### config.mk
export PLATFORM = sky130hd
export DESIGN_NAME = cskipa_pipe_flat
export DESIGN_NICKNAME = d
export VERILOG_FILES = /design/src/rtl/cskipa_pipe_if.sv /design/src/rtl/cskipa_pipe.sv /design/src/flat_wrapper.sv
export SDC_FILE = /design/constraint.sdc
export NUM_CORES = 1
export LEC_CHECK = 0
export ABC_AREA = 1
export CAP_MARGIN = 20
export CORE_AREA = 2 2 65 114
export DETAILED_ROUTE_END_ITERATION = 12
export DIE_AREA = 0 0 67 116
export DONT_BUFFER_PORTS = 1
export PLACE_DENSITY = 0.74
export SYNTH_ARGS = -nofsm -noshare
export SYNTH_HDL_FRONTEND = slang
export SYNTH_SLANG_ARGS = --single-unit
export TNS_END_PERCENT = 5
### constraint.sdc
create_clock -name clk -period 11 [get_ports clk]
set_clock_uncertainty 0.15 [all_clocks]
set_input_delay 2.2 -clock clk [delete_from_list [all_inputs] [get_ports clk]]
set_output_delay 2.2 -clock clk [all_outputs]
set_load 0.05 [all_outputs]
### src/rtl/cskipa_pipe_if.sv
// Operand/result handshake bundle for cskipa_pipe.
// The ovf member exists only when CSKIPA_OVF_EN is defined.
interface cskipa_pipe_if #(
  parameter int WIDTH = 32
);
  logic             i_valid;
  logic             o_ready;
  logic [WIDTH-1:0] i_add_term1;
  logic [WIDTH-1:0] i_add_term2;
  logic             o_valid;
  logic             i_ready;
  logic [WIDTH-1:0] sum;
  logic             cout;
`ifdef CSKIPA_OVF_EN
  logic             ovf;
`endif

  modport master (
    output i_valid, i_add_term1, i_add_term2, i_ready,
    input  o_ready, o_valid, sum, cout
`ifdef CSKIPA_OVF_EN
    , input ovf
`endif
  );

  modport slave (
    input  i_valid, i_add_term1, i_add_term2, i_ready,
    output o_ready, o_valid, sum, cout
`ifdef CSKIPA_OVF_EN
    , output ovf
`endif
  );
endinterface

### src/rtl/cskipa_pipe.sv
// Pipelined carry-skip adder: STAGES cycles latency, one beat per cycle; a low i_ready holds the output and
// fills upstream stages until o_ready drops. Define CSKIPA_OVF_EN to add the registered signed-overflow flag.
module cskipa_pipe #(
  parameter int WIDTH  = 32,
  parameter int BLOCK  = 4,
  parameter int STAGES = 2
) (
  input logic          clk,
  input logic          rst,
  cskipa_pipe_if.slave bus
);
  localparam int NB  = (WIDTH + BLOCK - 1) / BLOCK;
  localparam int BPS = (NB + STAGES - 1) / STAGES;

  // Index s holds what stage s consumes: raw operands, partial sum, carry, valid.
  logic [WIDTH-1:0]  in_a [STAGES];
  logic [WIDTH-1:0]  in_b [STAGES];
  logic [WIDTH-1:0]  in_s [STAGES];
  logic [STAGES-1:0] in_c;
  logic [STAGES-1:0] in_v;
  logic [STAGES-1:0] ld;

  logic             out_vld;
  logic [WIDTH-1:0] out_sum;
  logic             out_cout;
  logic             fire;

  assign in_a[0] = bus.i_add_term1;
  assign in_b[0] = bus.i_add_term2;
  assign in_s[0] = '0;
  assign in_c[0] = 1'b0;
  assign in_v[0] = bus.i_valid;

  assign fire        = out_vld & bus.i_ready;
  assign bus.o_ready = ld[0];
  assign bus.o_valid = out_vld;
  assign bus.sum     = out_sum;
  assign bus.cout    = out_cout;
`ifdef CSKIPA_OVF_EN
  logic out_ovf;
  assign bus.ovf = out_ovf;
`endif

  for (genvar s = 0; s < STAGES; s++) begin : g_stage
    localparam int LB  = s * BPS;
    localparam int HB  = ((s + 1) * BPS < NB) ? (s + 1) * BPS : NB;
    localparam int NBS = (HB > LB) ? HB - LB : 0;

    logic [WIDTH-1:0] st_sum;
    logic [NBS:0]     bc;

    assign bc[0] = in_c[s];

    for (genvar k = 0; k < NB; k++) begin : g_blk
      localparam int LO = k * BLOCK;
      localparam int HI = (((k + 1) * BLOCK < WIDTH) ? (k + 1) * BLOCK : WIDTH) - 1;
      localparam int BW = HI - LO + 1;

      if (k >= LB && k < HB) begin : g_add
        logic [BW-1:0] pa;
        logic [BW-1:0] ga;
        logic [BW:0]   rc;

        assign pa    = in_a[s][HI:LO] ^ in_b[s][HI:LO];
        assign ga    = in_a[s][HI:LO] & in_b[s][HI:LO];
        assign rc[0] = bc[k-LB];
        for (genvar j = 0; j < BW; j++) begin : g_bit
          assign rc[j+1] = ga[j] | (pa[j] & rc[j]);
        end
        assign st_sum[HI:LO] = pa ^ rc[BW-1:0];
        // A fully propagating block forwards its carry-in without waiting on the ripple.
        assign bc[k-LB+1]    = (&pa) ? bc[k-LB] : rc[BW];
      end else begin : g_pass
        assign st_sum[HI:LO] = in_s[s][HI:LO];
      end
    end

    if (s < STAGES - 1) begin : g_mid
      logic             v_q;
      logic             c_q;
      logic [WIDTH-1:0] a_q;
      logic [WIDTH-1:0] b_q;
      logic [WIDTH-1:0] s_q;

      assign ld[s] = !v_q || ld[s+1];

      always_ff @(posedge clk) begin
        if (rst) begin
          v_q <= 1'b0;
        end else if (ld[s]) begin
          v_q <= in_v[s];
          a_q <= in_a[s];
          b_q <= in_b[s];
          s_q <= st_sum;
          c_q <= bc[NBS];
        end
      end

      assign in_a[s+1] = a_q;
      assign in_b[s+1] = b_q;
      assign in_s[s+1] = s_q;
      assign in_c[s+1] = c_q;
      assign in_v[s+1] = v_q;
    end else begin : g_last
      assign ld[s] = !out_vld || fire;

      always_ff @(posedge clk) begin
        if (rst) begin
          out_vld  <= 1'b0;
          out_sum  <= '0;
          out_cout <= 1'b0;
`ifdef CSKIPA_OVF_EN
          out_ovf  <= 1'b0;
`endif
        end else if (ld[s]) begin
          out_vld <= in_v[s];
          if (in_v[s]) begin
            out_sum  <= st_sum;
            out_cout <= bc[NBS];
`ifdef CSKIPA_OVF_EN
            out_ovf  <= (in_a[s][WIDTH-1] == in_b[s][WIDTH-1]) &&
                        (st_sum[WIDTH-1] != in_a[s][WIDTH-1]);
`endif
          end
        end
      end
    end
  end
endmodule
### src/flat_wrapper.sv
// flat-port wrapper written by rule: the top's interface ports become plain ports
module cskipa_pipe_flat 
#(
  parameter int WIDTH  = 32,
  parameter int BLOCK  = 4,
  parameter int STAGES = 2
)
  (clk, rst, bus_i_valid, bus_i_add_term1, bus_i_add_term2, bus_i_ready, bus_o_ready, bus_o_valid, bus_sum, bus_cout);
  cskipa_pipe_if #(.WIDTH(WIDTH)) bus_i ();
  input logic clk;
  input logic rst;
  input wire logic [$bits(bus_i.i_valid)-1:0] bus_i_valid;
  input wire logic [$bits(bus_i.i_add_term1)-1:0] bus_i_add_term1;
  input wire logic [$bits(bus_i.i_add_term2)-1:0] bus_i_add_term2;
  input wire logic [$bits(bus_i.i_ready)-1:0] bus_i_ready;
  output wire logic [$bits(bus_i.o_ready)-1:0] bus_o_ready;
  output wire logic [$bits(bus_i.o_valid)-1:0] bus_o_valid;
  output wire logic [$bits(bus_i.sum)-1:0] bus_sum;
  output wire logic [$bits(bus_i.cout)-1:0] bus_cout;
  assign bus_i.i_valid = bus_i_valid;
  assign bus_i.i_add_term1 = bus_i_add_term1;
  assign bus_i.i_add_term2 = bus_i_add_term2;
  assign bus_i.i_ready = bus_i_ready;
  assign bus_o_ready = bus_i.o_ready;
  assign bus_o_valid = bus_i.o_valid;
  assign bus_sum = bus_i.sum;
  assign bus_cout = bus_i.cout;
  cskipa_pipe #(.WIDTH(WIDTH), .BLOCK(BLOCK), .STAGES(STAGES)) u_core (.clk(clk), .rst(rst), .bus(bus_i));
endmodule
== Word level (Yosys, flattened, before mapping) ==
Cells that the tools add are included.

* Muxes and demuxes: 8
* Shift operators: 0
* Add/subtract/negate cells: 0
* Equality and inequality tests: 0
* Reduce and logical (&&, ||, !) cells: 14
* Multipliers: 0
* Bitwise gates (word level): 88
* Div/mod/pow operators: 0
* Magnitude comparators: 0

{| class="wikitable"
|+ Operator list
! cell !! number
|-
| 4-bit bitwise XOR || 16
|-
| 1-bit AND || 32
|-
| 4-bit AND || 8
|-
| 4-bit AND reduction || 8
|-
| 1-bit OR || 31
|-
| 1-bit two-way mux || 8
|-
| 2-bit AND reduction || 2
|-
| 1-bit zero test || 2
|-
| 1-bit logical OR || 2
|-
| 1-bit inverter || 1
|}

* Memory bits (writable): 0
* Word-level logic and storage cells: 118
* Bits in latches: 0
* Memories kept: 0
* Register bits: 116
* ROM bits: 0
* Input port bits: 68

== Longest topological paths before layout ==
* Word-level depth: 37
* Depth in mapped cells: 29

== Worst setup path before layout ==
Ideal clock, no wire load.

* Kind: in2reg
* Start point: input bus_i_add_term2[0]
* End point: register u_core.g_stage[0].g_mid.s_q[15], data pin
* Setup time: 0.129 ns
* Arrival time: 8.541 ns
* Stages on the path: 24
* Path buffers: 0
* Setup slack: 2.181 ns
* Data required time: 10.721 ns
* Path through: ha_1 fa_1 fa_1 fa_1 nand2_1 inv_1 fa_1 fa_1 fa_1 fa_1 nand2_1 o21ai_1 fa_1 fa_1 fa_1 fa_1 o21ai_0 nand2_2 fa_1 fa_1 fa_1 inv_1 fa_1 inv_1

* Word-level cells in the longest chain between the ends: 33

{| class="wikitable"
|+ Ends and longest elaborated chain
! element !! RTL line !! source
|-
| start: declaration || flat_wrapper.sv:14 || <nowiki>input wire logic [$bits(bus_i.i_add_term2)-1:0] bus_i_add_term2;</nowiki>
|-
| 4-bit AND || cskipa_pipe.sv:65 || <nowiki>assign ga = in_a[s][HI:LO] & in_b[s][HI:LO];</nowiki>
|-
| 1-bit AND || cskipa_pipe.sv:68 || <nowiki>assign rc[j+1] = ga[j] | (pa[j] & rc[j]);</nowiki>
|-
| 1-bit OR || cskipa_pipe.sv:68 ||
|-
| 1-bit AND || cskipa_pipe.sv:68 ||
|-
| 1-bit OR || cskipa_pipe.sv:68 ||
|-
| 1-bit AND || cskipa_pipe.sv:68 ||
|-
| 1-bit OR || cskipa_pipe.sv:68 ||
|-
| 1-bit two-way mux (*) || cskipa_pipe.sv:72 || <nowiki>assign bc[k-LB+1] = (&pa) ? bc[k-LB] : rc[BW];</nowiki>
|-
| [... 18 more ...] || - ||
|-
| 1-bit AND (*) || cskipa_pipe.sv:68 ||
|-
| 1-bit OR (*) || cskipa_pipe.sv:68 ||
|-
| 1-bit AND (*) || cskipa_pipe.sv:68 ||
|-
| 1-bit OR (*) || cskipa_pipe.sv:68 ||
|-
| 1-bit AND (*) || cskipa_pipe.sv:68 ||
|-
| 1-bit OR (*) || cskipa_pipe.sv:68 ||
|-
| 4-bit bitwise XOR (*) || cskipa_pipe.sv:70 || <nowiki>assign st_sum[HI:LO] = pa ^ rc[BW-1:0];</nowiki>
|-
| named net u_core.g_stage[0].st_sum[15] || cskipa_pipe.sv:49 || <nowiki>logic [WIDTH-1:0] st_sum;</nowiki>
|-
| end signal: assignment || cskipa_pipe.sv:94 || <nowiki>s_q <= st_sum;</nowiki>
|-
| end: declaration || cskipa_pipe.sv:83 || <nowiki>logic [WIDTH-1:0] s_q;</nowiki>
|}

Mark *: on every way through the listed nets, which the timed path passes. The rest lies on a longest branch.
A chain may end at the register's enable or synchronous reset.

== Worst setup path in the final report ==
* Start point: register u_core.g_stage[0].g_mid.b_q[16]
* End point: register u_core.out_sum[31], in the netlist u_core.bus.sum[31]

* Word-level cells in the longest chain between the ends: 35

{| class="wikitable"
|+ Ends and longest elaborated chain
! element !! RTL line !! source
|-
| start: declaration || cskipa_pipe.sv:82 || <nowiki>logic [WIDTH-1:0] b_q;</nowiki>
|-
| start signal: assignment || cskipa_pipe.sv:93 || <nowiki>b_q <= in_b[s];</nowiki>
|-
| 4-bit bitwise XOR || cskipa_pipe.sv:64 || <nowiki>assign pa = in_a[s][HI:LO] ^ in_b[s][HI:LO];</nowiki>
|-
| 1-bit AND || cskipa_pipe.sv:68 ||
|-
| 1-bit OR || cskipa_pipe.sv:68 ||
|-
| 1-bit AND || cskipa_pipe.sv:68 ||
|-
| 1-bit OR || cskipa_pipe.sv:68 ||
|-
| 1-bit AND || cskipa_pipe.sv:68 ||
|-
| 1-bit OR || cskipa_pipe.sv:68 ||
|-
| 1-bit AND || cskipa_pipe.sv:68 ||
|-
| [... 19 more ...] || - ||
|-
| 1-bit two-way mux (*) || cskipa_pipe.sv:72 ||
|-
| 1-bit AND (*) || cskipa_pipe.sv:68 ||
|-
| 1-bit OR (*) || cskipa_pipe.sv:68 ||
|-
| 1-bit AND (*) || cskipa_pipe.sv:68 ||
|-
| 1-bit OR (*) || cskipa_pipe.sv:68 ||
|-
| 1-bit AND (*) || cskipa_pipe.sv:68 ||
|-
| 1-bit OR (*) || cskipa_pipe.sv:68 ||
|-
| 4-bit bitwise XOR (*) || cskipa_pipe.sv:70 ||
|-
| end signal: assignment || cskipa_pipe.sv:118 || <nowiki>out_sum <= st_sum;</nowiki>
|-
| end: declaration || cskipa_pipe.sv:24 || <nowiki>logic [WIDTH-1:0] out_sum;</nowiki>
|}

Mark *: on every way between the ends. The rest lies on a longest branch, timed or not.

==> impl_metrics.py <==
metrics = {
    "run_status": {
        "status": "finished clean",
    },
    "cts": {
        "ctsResizeCount": 0,
        "holdBufCountCts": 0,
        "cts_buffer_depth": 2,
        "clk_latency_ns": 0.33,
        "cts_tree": "done",
        "numCtsBuffers": 9,
        "cts_setup_buffers": 0,
        "clk_pin_slew_ns": 0.06,
        "cts.sinks": 84,
        "cts_htree_levels": 3,
        "cts_root_buffer": "clkbuf_16",
    },
    "worst_setup_path": {
        "timing.rr.end": "u_core.bus.sum[31]",
        "critPathKind": "reg -> reg",
        "critPathLaunchType": "flip-flop",
        "r2r_slack_ns": 1.86,
        "cp-startpoint": "u_core.g_stage[0].g_mid.b_q[16]",
        "worstSetupEndpoint": "u_core.bus.sum[31]",
        "r2r_start": "u_core.g_stage[0].g_mid.b_q[16]",
        "cp_data_required_time_ns": 11.11,
        "worstPathMaxFanout": 2,
        "r2r_cells": 27,
        "endpoint_kind": "flip-flop",
        "crit_arrival_ns": 9.25,
    },
    "global_routing": {
        "grt_max_degree": 50,
        "track_usage_pct": 19.6,
        "grt_pass1_wl_mm": 10.8,
        "antenna_found_initial": 0,
        "grt_pass1_vias": 2395,
        "globalRoute.totalOverflow": 0,
    },
    "logic_synthesis": {
        "synth.distinct_cells": 25,
        "avgSynthCellArea_sq_um": 12.8,
        "ys_async_sr_fraction_pct": 0,
        "synth-simple-area-share_pct": 10.4,
        "synth-xor-area-share_pct": 0,
        "synth_seq_area_share_pct": 54.0,
        "synth_nets": 446,
        "yosys.area.top_type": "edfxtp_1",
        "synth-edff-count": 49,
        "synth_flop_cell": "edfxtp_1",
        "syn-cell-area_sq_um": 4020,
        "yosysWarnings": 0,
        "yosys.area_share.adder_pct": 25.4,
        "synth_compound_area_share_pct": 5.60,
        "synth_area_leaders": "edfxtp_1 (37%), dfxtp_1 (17%), fa_1 (15%), ha_1 (10%), nor2_1 (6.1%)",
        "syn_inst": 315,
        "ys_seq_elements": 84,
        "synth.top_cell.area_share_pct": 36.6,
        "synth_top_family_by_area": "adder cells",
        "muxShareOfSynthArea_pct": 0,
    },
    "layout": {
        "finalNonFillerCells": 406,
        "nets": 448,
        "fillers": 554,
        "syn2layout_area_growth_pct": 6.97,
        "n_antenna_cell": 0,
        "drive_gt1_share_pct": 8.70,
    },
    "floorplanning": {
        "rows": 40,
        "dieArea_sq_um": 7770,
        "io_pins": 103,
        "initial_core_util_pct": 59.1,
        "core_sq_um": 6810,
        "die_w_microns": 67,
        "die_y_microns": 116,
    },
    "timing": {
        "fmax_ghz": 0.109,
        "period_needed_ns": 9.14,
        "worst_hold_slack_ns": 0.346,
        "maxSlewViolCount": 0,
        "finalSetupTns_ns": 0,
        "worstMarginPinSlew_ns": 1.01,
        "rsz0062_at_grt": "false",
        "slew_headroom_pct": 32.3,
        "setup_viol": 0,
        "final_hold_viol_count": 0,
        "fin_crit_sh_pct": 83.1,
    },
    "placement": {
        "portBuffers": 0,
        "dp_hpwl_mm": 5.04,
        "placed_cells": 390,
        "gp_congestion": 0.739,
    },
    "drt": {
        "dr_total_vias": 2204,
        "wl_per_cell_microns": 17.1,
        "routed_via_density": 5.43,
        "drtIter0Drc": 119,
        "dr.pass1.iters": 4,
        "drc": 0,
        "ant_nets": 0,
        "routed_wl_mm": 6.93,
    },
    "job": {
        "maxCapViolations": 0,
    },
    "power_and_ir_drop": {
        "powerDensity_nw_per_um2": 178,
        "vdd.ir_drop.worst_v": 0.0000845,
        "p_leak_nw": 1.72,
    },
    "min_path": {
        "hold_path.class": "reg -> reg",
    },
}
## worst min-delay path by stage
stage / from / to / cells past startpoint
detailed placement: u_core.g_stage[0].g_mid.s_q[3] / u_core.bus.sum[3] / 2
CTS: u_core.g_stage[0].g_mid.s_q[10] / u_core.bus.sum[10] / 2
global placement: u_core.g_stage[0].g_mid.s_q[3] / u_core.bus.sum[3] / 2
finish: u_core.g_stage[0].g_mid.s_q[10] / u_core.bus.sum[10] / 2
global route: u_core.g_stage[0].g_mid.s_q[14] / u_core.bus.sum[14] / 2
floorplan: u_core.g_stage[0].g_mid.s_q[0] / u_core.bus.sum[0] / 2
## synth_stat cells (5+ instances only)
cell type / instances
o21ai_0: 33
nor2_1: 65
fa_1: 31
edfxtp_1: 49
ha_1: 32
dfxtp_1: 35
a21oi_1: 5
nand2_1: 15
inv_1: 17
## cell families (layout without fill, tap and decap cells)
| family | count (synthesis) | after routing |
|---|---|---|
| buffers and inverters | 28 | 35 |
| AOI/OAI and AO/OA | 43 | 43 |
| DFF | 84 | 84 |
| and+or+nand+nor | 97 | 97 |
| adders and majority gates | 63 | 63 |
## state kept, by name, summed over array words and instances (netlist names)
register	cells
u_core.g_stage.g_mid.b_q	16
u_core.bus.sum	32
u_core.g_stage.g_mid.s_q	16
u_core.g_stage.g_mid.a_q	16
u_core.g_stage.g_mid.c_q	1
u_core.g_stage.g_mid.v_q	1
u_core.bus.cout	1
u_core.bus.o_valid	1
## layout by cell type, fill, tap and decap left out, drive strengths merged, types with 3 or more instances in the layout
| master | instances |
|---|---|
| a21oi | 5 |
| nor2 | 67 |
| dfxtp | 35 |
| nand2 | 19 |
| and2 | 3 |
| fa | 31 |
| nand4 | 3 |
| nand3 | 4 |
| edfxtp | 49 |
| ha | 32 |
| o21ai | 37 |
| clkbuf | 14 |
| inv | 19 |
## stage by stage
step	worst slack (ns)	cell area, sq um	power, mW	utilization (%)
floorplan	2.18	4020	0.473	-
global placement	1.92	4020	0.485	59.0
detailed placement	1.73	4020	0.492	59.0
CTS	1.81	4300	0.770	63.2
global route	1.51	4300	0.797	63.2
finish	1.86	4300	0.764	63.2
## area by class of cell
class	instances	area (sq um)	share of cell area (%)
Clock buffer	14	274	6.37
Multi-Input combinational cell	203	1660	38.6
Inverter	19	78.8	1.83
Sequential cell	84	2170	50.5
Clock inverter	2	10.0	0.233
Tap cell	84	105	2.44
## worst max-delay path: stages (launching register included)
cell      delay, ns
edfxtp_1       0.40
inv_1          0.10
fa_1           0.19
inv_1          0.06
fa_1           0.46
fa_1           0.47
fa_1           0.43
o21bai_2       0.21
and2_1         0.17
fa_1           0.45
fa_1           0.47
fa_1           0.47
fa_1           0.43
o21ai_0        0.15
and2_1         0.17
inv_1          0.05
fa_1           0.46
fa_1           0.46
fa_1           0.46
fa_1           0.41
or2_2          0.31
and2_1         0.18
fa_1           0.44
fa_1           0.47
fa_1           0.43
inv_1          0.09
fa_1           0.39
a21oi_1        0.13
## routing by layer
metal  wire length, microns  track usage, %  up-vias
met5                      0               0        -
met4                    193            10.3        0
met3                    528            7.48       17
met2                   4010            36.2       83
met1                   2190            17.5     1068
li1                       -               -     1036
## power breakdown
part           internal (mW)  switching, mW  leakage, nW  total [mW]
Clock                  0.171          0.109        0.143       0.280
Sequential             0.363         0.0480        0.768       0.411
Combinational         0.0300         0.0431        0.811      0.0730
No activity file was read; power rests on OpenSTA's default activity.
